==> src/rtl/saturn_char_uart_tx.sv <==
`timescale 1ns/1ps
// saturn_char_uart_tx
// Buffers characters from the bus character stream in a small FIFO and
// serialises them as UART frames (8N1, or 8E1 when SATURN_UART_PARITY_EN
// is defined) on a single TX pin at CLK_HZ/BAUD cycles per bit.
//
// Ports:
//   clk        system clock
//   reset      synchronous, active-high reset
//   i_char     character byte, sampled only on an accepted write
//   i_char_wr  write strobe, one character per high cycle
//   o_full     FIFO holds 2**FIFO_AW entries
//   o_empty    FIFO holds 0 entries
//   o_busy     a frame is in progress
//   o_overflow sticky: a write was dropped; cleared only by reset
//   o_tx       serial line, idle high
//
// Optional feature macro: SATURN_UART_PARITY_EN (even parity bit between
// the data bits and the stop bit).
module saturn_char_uart_tx #(
    parameter int CLK_HZ  = 25000000,
    parameter int BAUD    = 115200,
    parameter int FIFO_AW = 4
) (
    input  logic       clk,
    input  logic       reset,
    input  logic [7:0] i_char,
    input  logic       i_char_wr,
    output logic       o_full,
    output logic       o_empty,
    output logic       o_busy,
    output logic       o_overflow,
    output logic       o_tx
);

    localparam int DIV   = CLK_HZ / BAUD;
    localparam int DEPTH = 2 ** FIFO_AW;
    localparam int CW    = $clog2(DIV);
    localparam int NW    = FIFO_AW + 1;
    localparam logic [CW-1:0] DIV_M1 = CW'(DIV - 1);

`ifdef SATURN_UART_PARITY_EN
    typedef enum logic [2:0] {S_IDLE, S_START, S_DATA, S_PARITY, S_STOP} state_t;
`else
    typedef enum logic [2:0] {S_IDLE, S_START, S_DATA, S_STOP} state_t;
`endif

    // ------------------------------------------------------------------
    // FIFO
    // ------------------------------------------------------------------
    logic [7:0]         mem [DEPTH];
    logic [FIFO_AW-1:0] wr_ptr;
    logic [FIFO_AW-1:0] rd_ptr;
    logic [NW-1:0]      count;
    logic               overflow_q;
    logic               full;
    logic               empty;
    logic               accept;
    logic               pop;

    assign full   = (count == NW'(DEPTH));
    assign empty  = (count == '0);
    // Acceptance uses the count at the start of the cycle, so a same-cycle
    // pop never frees room for a write into a full FIFO.
    assign accept = i_char_wr && !full;

    always_ff @(posedge clk) begin
        if (accept) begin
            mem[wr_ptr] <= i_char;
        end
    end

    always_ff @(posedge clk) begin
        if (reset) begin
            wr_ptr     <= '0;
            rd_ptr     <= '0;
            count      <= '0;
            overflow_q <= 1'b0;
        end else begin
            if (accept) begin
                wr_ptr <= wr_ptr + FIFO_AW'(1);
            end
            if (pop) begin
                rd_ptr <= rd_ptr + FIFO_AW'(1);
            end
            if (accept && !pop) begin
                count <= count + NW'(1);
            end else if (!accept && pop) begin
                count <= count - NW'(1);
            end
            if (i_char_wr && full) begin
                overflow_q <= 1'b1;
            end
        end
    end

    // ------------------------------------------------------------------
    // Transmit FSM
    // ------------------------------------------------------------------
    state_t        state_q, state_d;
    logic [CW-1:0] cnt_q, cnt_d;
    logic [2:0]    idx_q, idx_d;
    logic [7:0]    shift_q, shift_d;
    logic          bit_done;
`ifdef SATURN_UART_PARITY_EN
    logic          par_q, par_d;
`endif

    always_ff @(posedge clk) begin
        if (reset) begin
            state_q <= S_IDLE;
            cnt_q   <= '0;
            idx_q   <= '0;
            shift_q <= '0;
`ifdef SATURN_UART_PARITY_EN
            par_q   <= 1'b0;
`endif
        end else begin
            state_q <= state_d;
            cnt_q   <= cnt_d;
            idx_q   <= idx_d;
            shift_q <= shift_d;
`ifdef SATURN_UART_PARITY_EN
            par_q   <= par_d;
`endif
        end
    end

    always_comb begin
        state_d  = state_q;
        cnt_d    = cnt_q;
        idx_d    = idx_q;
        shift_d  = shift_q;
`ifdef SATURN_UART_PARITY_EN
        par_d    = par_q;
`endif
        pop      = 1'b0;
        bit_done = (cnt_q == '0);

        case (state_q)
            S_IDLE: begin
                if (!empty) begin
                    pop     = 1'b1;
                    shift_d = mem[rd_ptr];
`ifdef SATURN_UART_PARITY_EN
                    // Parity is captured at pop because the shift register
                    // has emptied by the time the parity bit goes out.
                    par_d   = ^mem[rd_ptr];
`endif
                    cnt_d   = DIV_M1;
                    state_d = S_START;
                end
            end
            S_START: begin
                if (bit_done) begin
                    cnt_d   = DIV_M1;
                    idx_d   = '0;
                    state_d = S_DATA;
                end else begin
                    cnt_d = cnt_q - CW'(1);
                end
            end
            S_DATA: begin
                if (bit_done) begin
                    cnt_d   = DIV_M1;
                    shift_d = {1'b0, shift_q[7:1]};
                    if (idx_q == 3'd7) begin
`ifdef SATURN_UART_PARITY_EN
                        state_d = S_PARITY;
`else
                        state_d = S_STOP;
`endif
                    end else begin
                        idx_d = idx_q + 3'd1;
                    end
                end else begin
                    cnt_d = cnt_q - CW'(1);
                end
            end
`ifdef SATURN_UART_PARITY_EN
            S_PARITY: begin
                if (bit_done) begin
                    cnt_d   = DIV_M1;
                    state_d = S_STOP;
                end else begin
                    cnt_d = cnt_q - CW'(1);
                end
            end
`endif
            S_STOP: begin
                if (bit_done) begin
                    state_d = S_IDLE;
                end else begin
                    cnt_d = cnt_q - CW'(1);
                end
            end
            default: begin
                state_d = S_IDLE;
                cnt_d   = '0;
            end
        endcase
    end

    // Line level is decoded purely from registered state.
    always_comb begin
        o_tx = 1'b1;
        case (state_q)
            S_START:  o_tx = 1'b0;
            S_DATA:   o_tx = shift_q[0];
`ifdef SATURN_UART_PARITY_EN
            S_PARITY: o_tx = par_q;
`endif
            default:  o_tx = 1'b1;
        endcase
    end

    assign o_full     = full;
    assign o_empty    = empty;
    assign o_busy     = (state_q != S_IDLE);
    assign o_overflow = overflow_q;

endmodule

==> config.mk <==
export PLATFORM = sky130hd
export DESIGN_NAME = saturn_char_uart_tx
export DESIGN_NICKNAME = d
export VERILOG_FILES = /design/src/rtl/saturn_char_uart_tx.sv
export SDC_FILE = /design/constraint.sdc
export NUM_CORES = 1
export LEC_CHECK = 0
export BUFFER_PORTS_ARGS = -buffer_cell sky130_fd_sc_hd__buf_4
export CORE_UTILIZATION = 55
export CTS_CLUSTER_SIZE = 28
export DETAILED_ROUTE_END_ITERATION = 7
export PLACE_DENSITY_LB_ADDON = 0.15
export SKIP_CTS_REPAIR_TIMING = 1
export SLEW_MARGIN = 5
export SYNTH_ARGS = -nofsm -noshare
export SYNTH_HDL_FRONTEND = slang
export SYNTH_SLANG_ARGS = --single-unit
export TNS_END_PERCENT = 50
==> constraint.sdc <==
create_clock -name clk -period 6.7 [get_ports clk]
set_input_delay 0.335 -clock clk [delete_from_list [all_inputs] [get_ports clk]]
set_output_delay 0.335 -clock clk [all_outputs]
set_load 0.01 [all_outputs]
==> results.txt <==
The clock insertion delay at the later pin of the skew report was 430 ps. Once placement completed, the tool counted placed cells totaling 618. Along the worst path, the maximum fanout reaches 5. For this run, the leading register cell type out of synthesis is sky130_fd_sc_hd__edfxtp_1.

Power spread over the standard cell area amounts to 408 nW/µm². The run gives 0 ps as the sum of negative setup slack. For this run the aggregate overflow at the end of global routing stands at 0.

The logs give 0.768 for the final estimated routing congestion in global placement and 914 for the filler cell count in the final layout. In the final routed layout, each cell accounts on average for 19.7 µm. STA classifies the critical path endpoint as a register. The achievable clock frequency is 0.335 GHz. The H-tree depth was 4. Once detail routing completed, the nets flagged for antenna violations numbered 0.

The type of the worst min-delay path is in -> reg. The area added between synthesis and finish is 10.7%, and the overall via count from detail_route is 3759. For this run, the slowest stage of the critical path takes 580 ps. Counting flops with a built-in enable in the synthesized netlist gives 128. The first global-routing pass estimated 20.9 mm of wire. Setup repair after global routing left no endpoint under its margin. The worst-case IR drop observed on VDD is 0.000263 V. Category of the critical setup timing path: reg -> reg. The flow ran to the end, and the final reports show no timing, DRC or antenna violations. Number of optimization iterations in the first detailed-route pass: 4. The clock skew after layout is 14.2 ps, and the worst-case headroom to the max-slew limit is 30.3%.

Averaged over all synthesized cells, the footprint is 15.6 µm². The initial antenna violation count was 0. Leaving out filler cells and counting taps, the final layout contains 650. The share of the cycle needed by the critical path after routing was 44.6%; the site row count was 40. Sequential cells were found to cover 65.6% of the synthesized design area. The post-detailed-placement half-perimeter wirelength is 8.11 mm. The initial cell density of the core was 57.4%.

The y dimension of the die is 115 µm, and the post-layout utilization of the core is 63.6%. The CTS clock-pin slew for the worst setup and hold paths is 60 ps, and the max capacitance violation total is 0. The static power due to leakage was 2.63 nW; the count of endpoints failing hold in the final timing report was 0.

Hold timing on the final database bottoms out at a slack of 153 ps. TritonCTS built the clock tree. The sum of internal, switching and leakage power was 0.00318 W; the largest net degree at the start of global routing was 33. The clock buffer count from CTS came out at 17. The signal on the critical path passes through or4_4, o21a_1, inv_1, ha_1, inv_1, fa_1, a21o_1, a21oi_1, xnor2_1, or3_1, a21oi_1. In the synthesized netlist the async set-or-reset flop fraction comes to 0%. After synthesis the cells add up to 7040 µm².

The sort of element at the start of the critical path is a register. Counting flops and latches in the post-synthesis netlist gives 167. Cells with a size suffix above 1 make up 21.4% of the layout.

At the end of the flow, the number of nets in the layout was 498. The run gives 54 as the distinct cell type count of the synthesized netlist. The number of buffers inserted by port buffering was 15; the placeable core region was 12300 µm². The tools report the setup violation total in the final timing report as 0. 0 antenna diodes ended up in the layout.

The final layout contains routed wiring with a total length of 12.8 mm. The run gives 22.2% as the global-route usage over all layers. The detailed router finished its first iteration with 244 violations. In this run the count of I/O pins placed on the die edge is 16. Final number of max-transition violations: 0. The maximum clock path buffer count came out at 2. Root cell of the clock tree: sky130_fd_sc_hd__clkbuf_16. On the critical path, the stage with the largest delay is an instance of sky130_fd_sc_hd__or4_4. For this design, the sink count on the clock tree is 167.

For this run, design rule violations remaining after detail routing come to 0. Arrival time of data at the critical path endpoint: 3350 ps. The die boundary width came out at 115 µm. For the number of synthesis warnings, the log shows 0.

The worst path in the final design needs a cycle of 2990 ps, including I/O delays and setup. In the routed layout, each cell is associated on average with a via count of 5.78. The synthesized net count came out at 482. The logs give 3881 for the via count of the first global-routing pass and 13300 µm² for the total die area.

At the worst endpoint, the required time is 7060 ps. For the pin with the worst max-slew slack, the measured transition is 1050 ps. The synthesized netlist cell count came out at 453.
[Yosys cell counts (3+ instances only)]
cell type | number | area [µm²]
sky130_fd_sc_hd__nand3_1 | 3 | 15.0
sky130_fd_sc_hd__nand2_1 | 23 | 86.3
sky130_fd_sc_hd__buf_2 | 4 | 20.0
sky130_fd_sc_hd__a21oi_1 | 20 | 100
sky130_fd_sc_hd__buf_6 | 4 | 45.0
sky130_fd_sc_hd__mux2i_1 | 12 | 120
sky130_fd_sc_hd__clkbuf_8 | 4 | 55.1
sky130_fd_sc_hd__mux4_2 | 31 | 698
sky130_fd_sc_hd__edfxtp_1 | 128 | 3840
sky130_fd_sc_hd__mux2_2 | 7 | 78.8
sky130_fd_sc_hd__a211oi_1 | 6 | 45.0
sky130_fd_sc_hd__inv_1 | 11 | 41.3
sky130_fd_sc_hd__xnor2_1 | 6 | 52.6
sky130_fd_sc_hd__or3_1 | 5 | 31.3
sky130_fd_sc_hd__nor3_1 | 11 | 55.1
sky130_fd_sc_hd__clkbuf_1 | 6 | 22.5
sky130_fd_sc_hd__o31ai_1 | 6 | 45.0
sky130_fd_sc_hd__o21ai_0 | 6 | 30.0
sky130_fd_sc_hd__dfxtp_1 | 39 | 781
sky130_fd_sc_hd__nor2b_1 | 4 | 25.0
sky130_fd_sc_hd__ha_1 | 17 | 213
sky130_fd_sc_hd__xor2_1 | 6 | 52.6
sky130_fd_sc_hd__nor2_1 | 57 | 214
[metal layers]
layer  routed length [µm]  GRT usage [%]  vias up
met5                    0              0        -
met4                  235           9.61        0
met3                  606           5.32       20
met2                 6330           35.6       75
met1                 5640           29.3     1917
li1                     -              -     1747
[stage by stage]
step | setup slack, ps | cell area (µm²)
after CTS | 3730 | 7800
after global routing | 3500 | 7800
final | 3710 | 7800
after detailed placement | 3760 | 7230
after floorplan | 3930 | 7040
after global placement | 3790 | 7230
[power by group]
| group | internal (W) | switching [W] |
|---|---|---|
| Sequential | 0.00121 | 0.000117 |
| Clock | 0.000535 | 0.000400 |
| Combinational | 0.000448 | 0.000476 |
[sequential cells by signal, summed over array words and instances, names as in the netlist, named ones only]
| name | flops |
|---|---|
| mem | 128 |
| cnt_q | 8 |
| shift_q | 8 |
| count | 5 |
| rd_ptr | 4 |
| wr_ptr | 4 |
| idx_q | 3 |
| state_q | 2 |
| o_overflow | 1 |
[area by class of cell]
class / count / area (µm²) / area share [%]
flip-flops and latches: 167 / 4630 / 59.3
multi-input cells: 253 / 2210 / 28.3
clock buffers: 20 / 457 / 5.86
well taps: 168 / 210 / 2.70
repair buffers: 19 / 143 / 1.83
clock inverters: 12 / 114 / 1.46
inverters: 11 / 41.3 / 0.530
[critical path, delay by kind of cell (launching register included)]
kind	cells	cell delay [ps]
AND/OR/NAND/NOR	2	880
buffers and inverters	2	250
flip-flops	1	370
XOR/XNOR	1	90
AO/OA/AOI/OAI	4	710
adder cells (fa/ha/maj)	2	610
[logic make-up after synthesis]
group                      synth area share [%]
AOI/OAI and AO/OA                          5.06
xor gates and xnor gates                   1.49
adders and majority gates                  3.30
buffers and inverters                      3.16
DFF                                        65.6
muxes                                      13.5
and+or+nand+nor                            7.85
[cell usage in the layout, fill, tap and decap left out, types with 7 or more instances in the layout]
cell type                   instances
sky130_fd_sc_hd__mux2i_1           12
sky130_fd_sc_hd__nand2_1           23
sky130_fd_sc_hd__clkbuf_16         17
sky130_fd_sc_hd__buf_4             19
sky130_fd_sc_hd__a21oi_1           20
sky130_fd_sc_hd__dfxtp_1           38
sky130_fd_sc_hd__nor3_1             9
sky130_fd_sc_hd__mux2_2             7
sky130_fd_sc_hd__nor2_1            57
sky130_fd_sc_hd__ha_1              17
sky130_fd_sc_hd__mux4_2            31
sky130_fd_sc_hd__inv_1             11
sky130_fd_sc_hd__edfxtp_1         128
[path summary, 6_finish.rpt]
check	to	start	depth (start not counted)	slack, ps
min reg2reg	shift_q[5]	shift_q[5]	2	470
min	o_overflow	i_char_wr	3	150
max reg2reg	count[4]	count[0]	11	3710
max	count[4]	count[0]	11	3710
No activity file was read; power rests on OpenSTA's default activity.
